==> config.mk <==
export PLATFORM = sky130hd
export DESIGN_NAME = hls_perf_monitor_flat
export DESIGN_NICKNAME = d
export VERILOG_FILES = /design/src/rtl/hls_perf_monitor_if.sv /design/src/rtl/hls_perf_monitor.sv /design/src/flat_wrapper.sv
export SDC_FILE = /design/constraint.sdc
export NUM_CORES = 2
export LEC_CHECK = 0
export BUFFER_PORTS_ARGS = -buffer_cell sky130_fd_sc_hd__buf_2
export CELL_PAD_IN_SITES_DETAIL_PLACEMENT = 1
export CELL_PAD_IN_SITES_GLOBAL_PLACEMENT = 1
export CORE_MARGIN = 8
export CORE_UTILIZATION = 40
export DETAILED_ROUTE_END_ITERATION = 8
export PLACE_DENSITY = 0.64
export SLEW_MARGIN = 15
export SYNTH_ARGS = -nofsm -noshare
export SYNTH_HDL_FRONTEND = slang
export SYNTH_SLANG_ARGS = --single-unit
==> constraint.sdc <==
create_clock -name clock -period 35.4 [get_ports clock]
set_input_delay 1.77 -clock clock [delete_from_list [all_inputs] [get_ports clock]]
set_output_delay 1.77 -clock clock [all_outputs]
set_load 0.02 [all_outputs]
==> src/rtl/hls_perf_monitor_if.sv <==
// Monitor-side bundle: ap_ctrl_chain taps, iteration pulses, busy flags and
// the completed-record read port.
interface hls_perf_monitor_if #(
  parameter int NUM_CH = 4,
  parameter int CNT_W  = 32,
  parameter int CH_W   = (NUM_CH > 1) ? $clog2(NUM_CH) : 1
);
  logic [NUM_CH-1:0] ap_start;
  logic [NUM_CH-1:0] ap_done;
  logic [NUM_CH-1:0] ap_continue;
  logic [NUM_CH-1:0] iter_start;
  logic [NUM_CH-1:0] busy;
  logic              rec_valid;
  logic              rec_ready;
  logic [CH_W-1:0]   rec_ch;
  logic [CNT_W-1:0]  rec_latency;
  logic [CNT_W-1:0]  rec_iters;
  logic [CNT_W-1:0]  rec_stall;
  logic [CNT_W-1:0]  drop_count;

  modport master (
    output ap_start, ap_done, ap_continue, iter_start, rec_ready,
    input  busy, rec_valid, rec_ch, rec_latency, rec_iters, rec_stall, drop_count
  );

  modport slave (
    input  ap_start, ap_done, ap_continue, iter_start, rec_ready,
    output busy, rec_valid, rec_ch, rec_latency, rec_iters, rec_stall, drop_count
  );
endinterface

==> src/rtl/hls_perf_monitor.sv <==
// Multi-channel ap_ctrl_chain performance monitor: per-channel latency,
// iteration and output-stall counters, single-entry pending slots, a
// round-robin arbiter and a show-ahead record FIFO.
module hls_perf_monitor #(
  parameter int NUM_CH     = 4,
  parameter int CNT_W      = 32,
  parameter int FIFO_DEPTH = 16,
  parameter int CH_W       = (NUM_CH > 1) ? $clog2(NUM_CH) : 1
) (
  input  logic              clock,
  input  logic              reset,
  input  logic              enable,
  hls_perf_monitor_if.slave mon
);
  localparam int AW = $clog2(FIFO_DEPTH);
  localparam logic [AW:0]      DEPTH_C = (AW+1)'(FIFO_DEPTH);
  localparam logic [CNT_W-1:0] CNT_MAX = '1;
  localparam logic [CNT_W-1:0] CNT_ONE = CNT_W'(1);

  typedef enum logic [1:0] {IDLE = 2'd0, RUN = 2'd1, HOLD = 2'd2} state_t;

  // Counters stick at all-ones instead of wrapping.
  function automatic logic [CNT_W-1:0] sat_inc(input logic [CNT_W-1:0] v, input logic inc);
    return (inc && (v != CNT_MAX)) ? v + CNT_ONE : v;
  endfunction

  state_t           state     [NUM_CH];
  state_t           state_nxt [NUM_CH];
  logic [CNT_W-1:0] lat [NUM_CH], lat_nxt [NUM_CH];
  logic [CNT_W-1:0] its [NUM_CH], its_nxt [NUM_CH];
  logic [CNT_W-1:0] stl [NUM_CH], stl_nxt [NUM_CH];
  logic [CNT_W-1:0] cmp_lat [NUM_CH], cmp_its [NUM_CH], cmp_stl [NUM_CH];
  logic [NUM_CH-1:0] cmp;

  logic [NUM_CH-1:0] vld_p0;
  logic [CNT_W-1:0]  lat_p0 [NUM_CH], its_p0 [NUM_CH], stl_p0 [NUM_CH];
  logic [CNT_W-1:0]  drop_cnt, drop_nxt;

  logic [NUM_CH-1:0] grant;
  logic              gany;
  logic [CH_W-1:0]   gsel, rr_ptr;

  logic [AW:0]       fifo_cnt;
  logic [AW-1:0]     wr_ptr, rd_ptr;
  logic [CH_W-1:0]   mem_ch  [FIFO_DEPTH];
  logic [CNT_W-1:0]  mem_lat [FIFO_DEPTH], mem_its [FIFO_DEPTH], mem_stl [FIFO_DEPTH];
  logic              fifo_vld, push, pop;

  // Channel FSM state register
  always_ff @(posedge clock or posedge reset) begin
    if (reset) begin
      for (int c = 0; c < NUM_CH; c++) state[c] <= IDLE;
    end else begin
      for (int c = 0; c < NUM_CH; c++) state[c] <= state_nxt[c];
    end
  end

  // Channel FSM next state and completion detection; a completion that
  // coincides with a new armed start re-enters RUN directly.
  always_comb begin
    for (int c = 0; c < NUM_CH; c++) begin
      state_nxt[c] = state[c];
      cmp[c]       = 1'b0;
      case (state[c])
        IDLE: if (enable && mon.ap_start[c]) begin
          if (mon.ap_done[c] && mon.ap_continue[c]) cmp[c] = 1'b1;
          else if (mon.ap_done[c])                  state_nxt[c] = HOLD;
          else                                      state_nxt[c] = RUN;
        end
        RUN: if (mon.ap_done[c]) begin
          if (mon.ap_continue[c]) begin
            cmp[c]       = 1'b1;
            state_nxt[c] = (enable && mon.ap_start[c]) ? RUN : IDLE;
          end else begin
            state_nxt[c] = HOLD;
          end
        end
        HOLD: if (mon.ap_continue[c]) begin
          cmp[c]       = 1'b1;
          state_nxt[c] = (enable && mon.ap_start[c]) ? RUN : IDLE;
        end
        default: state_nxt[c] = IDLE;
      endcase
    end
  end

  // Channel FSM outputs: counter updates, completed-record values, busy
  always_comb begin
    for (int c = 0; c < NUM_CH; c++) begin
      lat_nxt[c]  = lat[c];
      its_nxt[c]  = its[c];
      stl_nxt[c]  = stl[c];
      cmp_lat[c]  = sat_inc(lat[c], 1'b1);
      cmp_its[c]  = sat_inc(its[c], mon.iter_start[c]);
      cmp_stl[c]  = stl[c];
      mon.busy[c] = (state[c] != IDLE);
      case (state[c])
        IDLE: begin
          cmp_lat[c] = CNT_ONE;
          cmp_its[c] = CNT_W'(mon.iter_start[c]);
          cmp_stl[c] = '0;
          if (enable && mon.ap_start[c]) begin
            lat_nxt[c] = CNT_ONE;
            its_nxt[c] = CNT_W'(mon.iter_start[c]);
            stl_nxt[c] = (mon.ap_done[c] && !mon.ap_continue[c]) ? CNT_ONE : '0;
          end
        end
        RUN: begin
          lat_nxt[c] = sat_inc(lat[c], 1'b1);
          its_nxt[c] = sat_inc(its[c], mon.iter_start[c]);
          if (mon.ap_done[c] && !mon.ap_continue[c]) stl_nxt[c] = sat_inc(stl[c], 1'b1);
        end
        HOLD: begin
          cmp_its[c] = its[c];
          lat_nxt[c] = sat_inc(lat[c], 1'b1);
          if (!mon.ap_continue[c]) stl_nxt[c] = sat_inc(stl[c], 1'b1);
        end
        default: ;
      endcase
      if (cmp[c] && (state[c] != IDLE) && enable && mon.ap_start[c]) begin
        lat_nxt[c] = CNT_ONE;
        its_nxt[c] = CNT_W'(mon.iter_start[c]);
        stl_nxt[c] = '0;
      end
    end
  end

  // Channel counter registers
  always_ff @(posedge clock or posedge reset) begin
    if (reset) begin
      for (int c = 0; c < NUM_CH; c++) begin
        lat[c] <= '0;
        its[c] <= '0;
        stl[c] <= '0;
      end
    end else begin
      for (int c = 0; c < NUM_CH; c++) begin
        lat[c] <= lat_nxt[c];
        its[c] <= its_nxt[c];
        stl[c] <= stl_nxt[c];
      end
    end
  end

  // Drops: completion into an occupied slot that is not draining this cycle
  always_comb begin
    drop_nxt = drop_cnt;
    for (int c = 0; c < NUM_CH; c++)
      drop_nxt = sat_inc(drop_nxt, cmp[c] && vld_p0[c] && !grant[c]);
  end

  // Pending slots: capture completions, release on grant, count drops
  always_ff @(posedge clock or posedge reset) begin
    if (reset) begin
      vld_p0   <= '0;
      drop_cnt <= '0;
      for (int c = 0; c < NUM_CH; c++) begin
        lat_p0[c] <= '0;
        its_p0[c] <= '0;
        stl_p0[c] <= '0;
      end
    end else begin
      drop_cnt <= drop_nxt;
      for (int c = 0; c < NUM_CH; c++) begin
        if (cmp[c] && (!vld_p0[c] || grant[c])) begin
          vld_p0[c] <= 1'b1;
          lat_p0[c] <= cmp_lat[c];
          its_p0[c] <= cmp_its[c];
          stl_p0[c] <= cmp_stl[c];
        end else if (grant[c]) begin
          vld_p0[c] <= 1'b0;
        end
      end
    end
  end

  // Round-robin arbiter, searching from rr_ptr; idle while the FIFO is full
  always_comb begin
    gany  = 1'b0;
    gsel  = '0;
    grant = '0;
    if (fifo_cnt < DEPTH_C) begin
      for (int k = 0; k < NUM_CH; k++) begin
        if (!gany && vld_p0[(int'(rr_ptr) + k) % NUM_CH]) begin
          gany = 1'b1;
          gsel = CH_W'((int'(rr_ptr) + k) % NUM_CH);
        end
      end
    end
    if (gany) grant[gsel] = 1'b1;
  end

  assign fifo_vld = (fifo_cnt != '0);
  assign push     = gany;
  assign pop      = fifo_vld && mon.rec_ready;

  // FIFO control: pointers, occupancy, arbitration pointer
  always_ff @(posedge clock or posedge reset) begin
    if (reset) begin
      wr_ptr   <= '0;
      rd_ptr   <= '0;
      fifo_cnt <= '0;
      rr_ptr   <= '0;
    end else begin
      if (push) begin
        wr_ptr <= wr_ptr + 1'b1;
        rr_ptr <= (int'(gsel) == NUM_CH - 1) ? '0 : gsel + 1'b1;
      end
      if (pop) rd_ptr <= rd_ptr + 1'b1;
      case ({push, pop})
        2'b10:   fifo_cnt <= fifo_cnt + 1'b1;
        2'b01:   fifo_cnt <= fifo_cnt - 1'b1;
        default: ;
      endcase
    end
  end

  // FIFO storage, written with the granted slot's record
  always_ff @(posedge clock) begin
    if (push) begin
      mem_ch[wr_ptr]  <= gsel;
      mem_lat[wr_ptr] <= lat_p0[gsel];
      mem_its[wr_ptr] <= its_p0[gsel];
      mem_stl[wr_ptr] <= stl_p0[gsel];
    end
  end

  // Show-ahead read port; fields read as zero while the FIFO is empty
  always_comb begin
    mon.rec_valid   = fifo_vld;
    mon.rec_ch      = fifo_vld ? mem_ch[rd_ptr]  : '0;
    mon.rec_latency = fifo_vld ? mem_lat[rd_ptr] : '0;
    mon.rec_iters   = fifo_vld ? mem_its[rd_ptr] : '0;
    mon.rec_stall   = fifo_vld ? mem_stl[rd_ptr] : '0;
    mon.drop_count  = drop_cnt;
  end
endmodule

==> src/flat_wrapper.sv <==
// flat-port wrapper written by rule: the top's interface ports become plain ports
module hls_perf_monitor_flat 
#(
  parameter int NUM_CH     = 4,
  parameter int CNT_W      = 32,
  parameter int FIFO_DEPTH = 16,
  parameter int CH_W       = (NUM_CH > 1) ? $clog2(NUM_CH) : 1
)
  (clock, reset, enable, mon_ap_start, mon_ap_done, mon_ap_continue, mon_iter_start, mon_rec_ready, mon_busy, mon_rec_valid, mon_rec_ch, mon_rec_latency, mon_rec_iters, mon_rec_stall, mon_drop_count);
  hls_perf_monitor_if #(.NUM_CH(NUM_CH), .CNT_W(CNT_W), .CH_W(CH_W)) mon_i ();
  input  logic clock;
  input  logic reset;
  input  logic enable;
  input wire logic [$bits(mon_i.ap_start)-1:0] mon_ap_start;
  input wire logic [$bits(mon_i.ap_done)-1:0] mon_ap_done;
  input wire logic [$bits(mon_i.ap_continue)-1:0] mon_ap_continue;
  input wire logic [$bits(mon_i.iter_start)-1:0] mon_iter_start;
  input wire logic [$bits(mon_i.rec_ready)-1:0] mon_rec_ready;
  output wire logic [$bits(mon_i.busy)-1:0] mon_busy;
  output wire logic [$bits(mon_i.rec_valid)-1:0] mon_rec_valid;
  output wire logic [$bits(mon_i.rec_ch)-1:0] mon_rec_ch;
  output wire logic [$bits(mon_i.rec_latency)-1:0] mon_rec_latency;
  output wire logic [$bits(mon_i.rec_iters)-1:0] mon_rec_iters;
  output wire logic [$bits(mon_i.rec_stall)-1:0] mon_rec_stall;
  output wire logic [$bits(mon_i.drop_count)-1:0] mon_drop_count;
  assign mon_i.ap_start = mon_ap_start;
  assign mon_i.ap_done = mon_ap_done;
  assign mon_i.ap_continue = mon_ap_continue;
  assign mon_i.iter_start = mon_iter_start;
  assign mon_i.rec_ready = mon_rec_ready;
  assign mon_busy = mon_i.busy;
  assign mon_rec_valid = mon_i.rec_valid;
  assign mon_rec_ch = mon_i.rec_ch;
  assign mon_rec_latency = mon_i.rec_latency;
  assign mon_rec_iters = mon_i.rec_iters;
  assign mon_rec_stall = mon_i.rec_stall;
  assign mon_drop_count = mon_i.drop_count;
  hls_perf_monitor #(.NUM_CH(NUM_CH), .CNT_W(CNT_W), .FIFO_DEPTH(FIFO_DEPTH), .CH_W(CH_W)) u_core (.clock(clock), .reset(reset), .enable(enable), .mon(mon_i));
endmodule
# After elaboration in Yosys (flattened, before gate mapping)
# Memories as Yosys holds them, arrays and structs flattened.
# Cells that the tools add are included.
# word_totals
ff_bits	827
mem_bits_rw	1568
input_bits	20
out_inout_bits	135
wordCells	429
memories	4
# op_classes
addsub	24
n_lt_le_gt_ge	8
eq_ne	55
muxes	180
n_bitwise	4
n_reduce_logical	117
# mem_list
memory	words	width	rd	rd_clocked_by_memory_dff	wr	line_no	text
u_core.mem_its	16	32	1	0	1	hls_perf_monitor.sv:46	logic [CNT_W-1:0] mem_lat [FIFO_DEPTH], mem_its [FIFO_DEPTH], mem_stl [FIFO_DEPTH];
u_core.mem_lat	16	32	1	0	1	hls_perf_monitor.sv:46	
u_core.mem_stl	16	32	1	0	1	hls_perf_monitor.sv:46	
u_core.mem_ch	16	2	1	0	1	hls_perf_monitor.sv:45	logic [CH_W-1:0] mem_ch [FIFO_DEPTH];
# ops
operator	n
$mux W32	65
$pmux W32 S2	12
$add A32 B1 Y32 const B	16
$ne A32 B32 Y1 const B	16
$pmux W32 S3	4
$bmux W32 S2	3
$mux W2	31
$mux W1	50
$logic_and A1 B1 Y1	49
$reduce_and A4 Y1	8
$ne A2 B2 Y1 const B	12
$ne A3 B1 Y1 const B	8
$pmux W2 S3	4
$reduce_bool A3 Y1	8
$reduce_bool A2 Y1	9
$reduce_and A2 Y1	8
$reduce_bool A4 Y1	4
$logic_not A1 Y1	15
$reduce_or A2 Y1	7
$eq A2 B1 Y1 const B	6
$lt A3 B4 Y1 const B	3
$ne A3 B2 Y1 const B	4
$pmux W1 S3	4
$eq A2 B2 Y1 const B	5
19 further kinds	37

# Depth between registers and ports, before layout
# logic_depth
word_depth	35
depth_mapped	42

# Worst setup path after synthesis
# No wires, ideal clock.
# synth_timing
kind	flip-flop to flip-flop
start	register u_core.fifo_cnt[4]
end	register u_core.drop_cnt[31] (netlist: u_core.mon.drop_count[31])
setup_time_ns	0.096
t_arrival_ns	8.750
setup_slack_ns	26.554
stages_incl_launch_ff	41
synth_period_minus_slack_ns	8.846
path_cell_list	dfrtp_1 > clkbuf_1 > a21oi_1 > inv_1 > nor3_1 > inv_1 > clkbuf_1 > clkbuf_1 > ha_1 > nor2b_1 > nor2_1 > nand2_1 > nor2_1 > xnor2_1 > inv_1 > ha_1 > clkbuf_1 > inv_1 > (+5 left out) > nor2_1 > or2_2 > inv_1 > ha_1 > o21ai_0 > o22ai_1 > or3b_1 > buf_2 > nor3_1 > mux2_2 > nor3_2 > and4_1 > clkbuf_2 > nand2_1 > or4b_1 > buf_2 > or2_1 > o31ai_1
# synth_via
elab_chain_cells	20
word_cells_on_any_way	31
# synth_lines
item	line_no	text
start: declaration	hls_perf_monitor.sv:43	logic [AW:0] fifo_cnt;
start signal: assignment	hls_perf_monitor.sv:211	2'b10: fifo_cnt <= fifo_cnt + 1'b1;
start signal: assignment	hls_perf_monitor.sv:212	2'b01: fifo_cnt <= fifo_cnt - 1'b1;
$lt A5 B5 Y1 (*)	hls_perf_monitor.sv:182	if (fifo_cnt < DEPTH_C) begin
$mux W2	hls_perf_monitor.sv:182	
$lt A2 B3 Y1 (implied by the code) or $ge A2 B1 Y1 (tied branches)	hls_perf_monitor.sv:190	if (gany) grant[gsel] = 1'b1;
$logic_and A1 B1 Y1 (implied by the code)	hls_perf_monitor.sv:190	
$mux W1 (implied by the code)	hls_perf_monitor.sv:190	
$demux W1 S2	n/a	
$mux W4 (*)	hls_perf_monitor.sv:190	
parallel branches: the longest is 12 deep, another holds $add A32 B1 Y32	n/a	
$mux W32 (*)	hls_perf_monitor.sv:24	return (inc && (v != CNT_MAX)) ? v + CNT_ONE : v;
via u_core.drop_nxt[31]	hls_perf_monitor.sv:37	logic [CNT_W-1:0] drop_cnt, drop_nxt;
end signal: assignment	hls_perf_monitor.sv:163	drop_cnt <= drop_nxt;
end: declaration	hls_perf_monitor.sv:37	
# Mark *: on every way through the listed nets, which the timed path passes.
# A chain may end at the register's enable or synchronous reset.

# Worst setup path in the final report
# layout_timing
start	register u_core.vld_p0[0]
end	register u_core.drop_cnt[24] (netlist: u_core.mon.drop_count[24])
# layout_via
elab_chain_cells	34
word_cells_on_any_way	59
# layout_lines
item	line_no	text
start: declaration	hls_perf_monitor.sv:35	logic [NUM_CH-1:0] vld_p0;
start signal: assignment	hls_perf_monitor.sv:155	vld_p0 <= '0;
start signal: indexed assignment	hls_perf_monitor.sv:166	vld_p0[c] <= 1'b1;
start signal: indexed assignment	hls_perf_monitor.sv:171	vld_p0[c] <= 1'b0;
parallel branches: the longest is 33 deep, another holds $bmux W1 S2	n/a	
$mux W32 (*)	hls_perf_monitor.sv:24	
via u_core.drop_nxt[24]	hls_perf_monitor.sv:37	
# Mark *: on every way through the listed nets, which the timed path passes. The select of a mux whose other input is x is not followed.

==> results.md <==
* Outcome: finished, final reports clean
* Overall power at 10.77 mW
* Total track usage at 0.2214
* Count of boundary I/O pins at 155
* Via Count at 71260
* PostCTS Resize Cnt at 0
* Die area at 286600 um2
* GR Overflow Total at 0
* Register area share after synthesis at 0.6283
* Num CTS Buffers at 272
* Final core utilization at 0.4544
* Gate Count Post-Synth at around 8400
* Synth area leaders: edfxtp_1, dfrtp_1, mux4_2, nand2_1, o21ai_0
* M1 WL at 149.7 mm
* Crit path max fanout at about 140
* Relative slew margins at 0.2072
* Slowest stage delay, CP at 890 ps
* Post-layout min period at approximately 12000 ps
* Iter 0 DRT Violations at 6013
* Final setup fails at 0
* Clock root buffer: clkbuf_16
* Post-CTS Hold Fix Bufs at 0
* Maximum clock rate at 80.77 MHz
* Fillers at 27430
* CTS Buffer Depth at 4
* YS warnings at 0
* Crit path launch: u_core.vld_p0[0]$_DFFE_PP0P_
* Chip width at 535.3 um
* HP Start: u_core.stl_p0[56]$_DFFE_PP0P_
* Drt pass-1 iters at 5
* Startpoint Class: register
* Critical Path AT at 13010 ps
* Synth top area share at 0.4364
* Yosys cell types at around 110
* RSZ-0062 raised after global routing: no
* Crit path capture type: register
* # Post-CTS Setup Buffers at 0
* Placer congestion estimate at 0.8351
* MaxCap Viol Count at 0
* CTS tree: yes
* Wire length of the first global-routing pass at between 400 and 500 mm
* Mean Syn Cell Area at 12.90 um2
* Worst-margin pin slew at 1189 ps
* DR vias/cell at 5.824
* WHS at 464.8 ps
* Nets at approximately 8500
* Register bit count reported by yosys at 2395
* Starting density of the core at 0.4023
* Rows at 190
* Layout Skew at roughly 87 ps
* Die H at 535.3 um
* Synth Cell Area at around 110000 um2
* Cell taking the most area after synthesis: edfxtp_1
* H-tree levels at 5
* Number of buffers and inverters on the critical path at 6
* Total negative slack at 0 ps
* Crit path max-delay cell type: nor2_1
* Pwr/cell area at 88.40 nW/um2
* WP data required at about 36000 ps
* Final period utilization at 0.3497
* Post-route insts no fill at 12240
* CTS sink cnt at between 2000 and 2500
* DP Cell Count at 11750
* Vias in the first global route at roughly 74000
* Initial antenna violation count at 17
* Commonest cells in the netlist: edfxtp_1, nand2_1, dfrtp_1
* Share of layout cells above drive strength 1 at 0.1623
* Synth Net Count at 8432
* Number of synthesized flops with an enable pin at 1568
* Final Max Tran Viols at 0
* Leakage power at 43.57 nW
* Met3 Routed Length at 17.43 mm
* I/O Buffers at 154
* DP HPWL at ~200 mm
* CORE AREA at around 270000 um2
* Highest Signal Layer: met5
* Drt wl/cell at 26.52 um
* Wire length on met2 at 151.4 mm
* DRC violations left at 0
* Skew-Pair Late Insertion Delay at 860 ps
* Layout area overhead at 12.94%
* Largest net degree at the start of global routing at around 150
* Most common cell in the netlist: edfxtp_1
* Predominant post-synthesis flop cell: edfxtp_1
* Crit path max-delay family: simple AND/OR/NAND/NOR gates
* Worst VDD drop at between 0.08 and 0.09 mV
* DRT antenna net count at 0
* Final WL at 324.5 mm
* CTS clk-pin slew, worst paths at roughly 60 ps
* R2r startpoint: u_core.vld_p0[0]$_DFFE_PP0P_
* Ys async rst share at 0.3453
* Hold Violations, Final at 0
* Worst hold path type: reg -> reg
* Worst setup path class: reg -> reg
==> cell families (layout without fill, tap and decap cells) <==
kind of cell	count (synthesis)	in the layout	synth area share
other cells	0	7	0
flops	2395	2395	0.6283
simple gates	3086	3086	0.1355
buf+inv	584	897	0.02097
xor+xnor	311	311	0.02542
fa+ha+maj	49	49	0.005752
mux	522	522	0.1055
compound gates	1416	1416	0.07867
==> through the flow <==
step | worst slack (ps) | instance area, um2
floorplan | 10400 | 107900
global placement | 23610 | 113000
detailed placement | 22930 | 113000
CTS | 22920 | 121800
global route | 22140 | 121800
finish | 23020 | 121800
==> layer usage <==
metal,vias up,track usage
met3,385,0.03005
met1,37530,0.3223
met2,1816,0.3575
met4,6,0.04551
met5,-,0
li1,31520,-
==> where the power goes <==
| group | switching (mW) | leakage [nW] | internal [mW] | total (mW) |
|---|---|---|---|---|
| Combinational | 2.69 | 13.5 | 1.28 | 3.97 |
| Clock | 1.15 | 4.33 | 1.66 | 2.81 |
| Sequential | 0.190 | 25.7 | 3.80 | 3.99 |
| Total | 4.03 | 43.6 | 6.74 | 10.8 |
==> tightest hold or removal path: cells and delay by family, from the launching register on <==
family | cells | cell delay, ps
AND/OR/NAND/NOR | 2 | 90
flip-flops | 1 | 340
==> layout make-up <==
| cell class | count | area [um2] | share of cell area |
|---|---|---|---|
| Sequential cell | 2395 | 67800 | 0.5564 |
| Clock buffer | 362 | 7646 | 0.06275 |
| Tap cell | 3552 | 4444 | 0.03647 |
| Inverter | 61 | 244.0 | 0.002002 |
| Antenna cell | 7 | 17.52 | 0.0001438 |
| Timing Repair Buffer | 361 | 2387 | 0.01959 |
| Clock inverter | 113 | 1147 | 0.009416 |
| Multi-Input combinational cell | 5384 | 38170 | 0.3132 |
==> flip-flops by register name, indices dropped and copies added, names as in the netlist <==
register,cells
u_core.mem_its,512
u_core.mem_lat,512
u_core.mem_stl,512
u_core.its,128
u_core.its_p0,128
u_core.lat,128
u_core.lat_p0,128
u_core.stl,128
u_core.stl_p0,128
u_core.mem_ch,32
u_core.mon.drop_count,32
u_core.state,8
u_core.fifo_cnt,5
u_core.rd_ptr,4
u_core.vld_p0,4
u_core.wr_ptr,4
u_core.rr_ptr,2
==> layout by cell type, fill, tap and decap left out, types with 155 or more instances in the layout <==
| cell | n |
|---|---|
| o21ai_0 | 656 |
| dfrtp_1 | 823 |
| nand3_1 | 310 |
| mux4_2 | 490 |
| a31oi_1 | 177 |
| clkbuf_16 | 281 |
| o31ai_1 | 182 |
| a21oi_1 | 186 |
| edfxtp_1 | 1568 |
| and3_1 | 239 |
| xnor2_1 | 155 |
| nor2_1 | 521 |
| xor2_1 | 155 |
| buf_4 | 202 |
| nand2_1 | 1326 |
==> worst paths after layout <==
path                       cells after the start  slack [ps]                                   to
max reg2reg                                   35       23020  u_core.mon.drop_count[24]$_DFF_PP0_
min                                            2         460        u_core.stl_p0[56]$_DFFE_PP0P_
min reg2reg                                    2         460        u_core.stl_p0[56]$_DFFE_PP0P_
max in group asynchronous                      5       31080        u_core.lat_p0[79]$_DFFE_PP0P_
max                                           35       23020  u_core.mon.drop_count[24]$_DFF_PP0_
min in group asynchronous                      2        1080           u_core.its[39]$_DFFE_PP0P_
(Power assumes the default switching activity.)
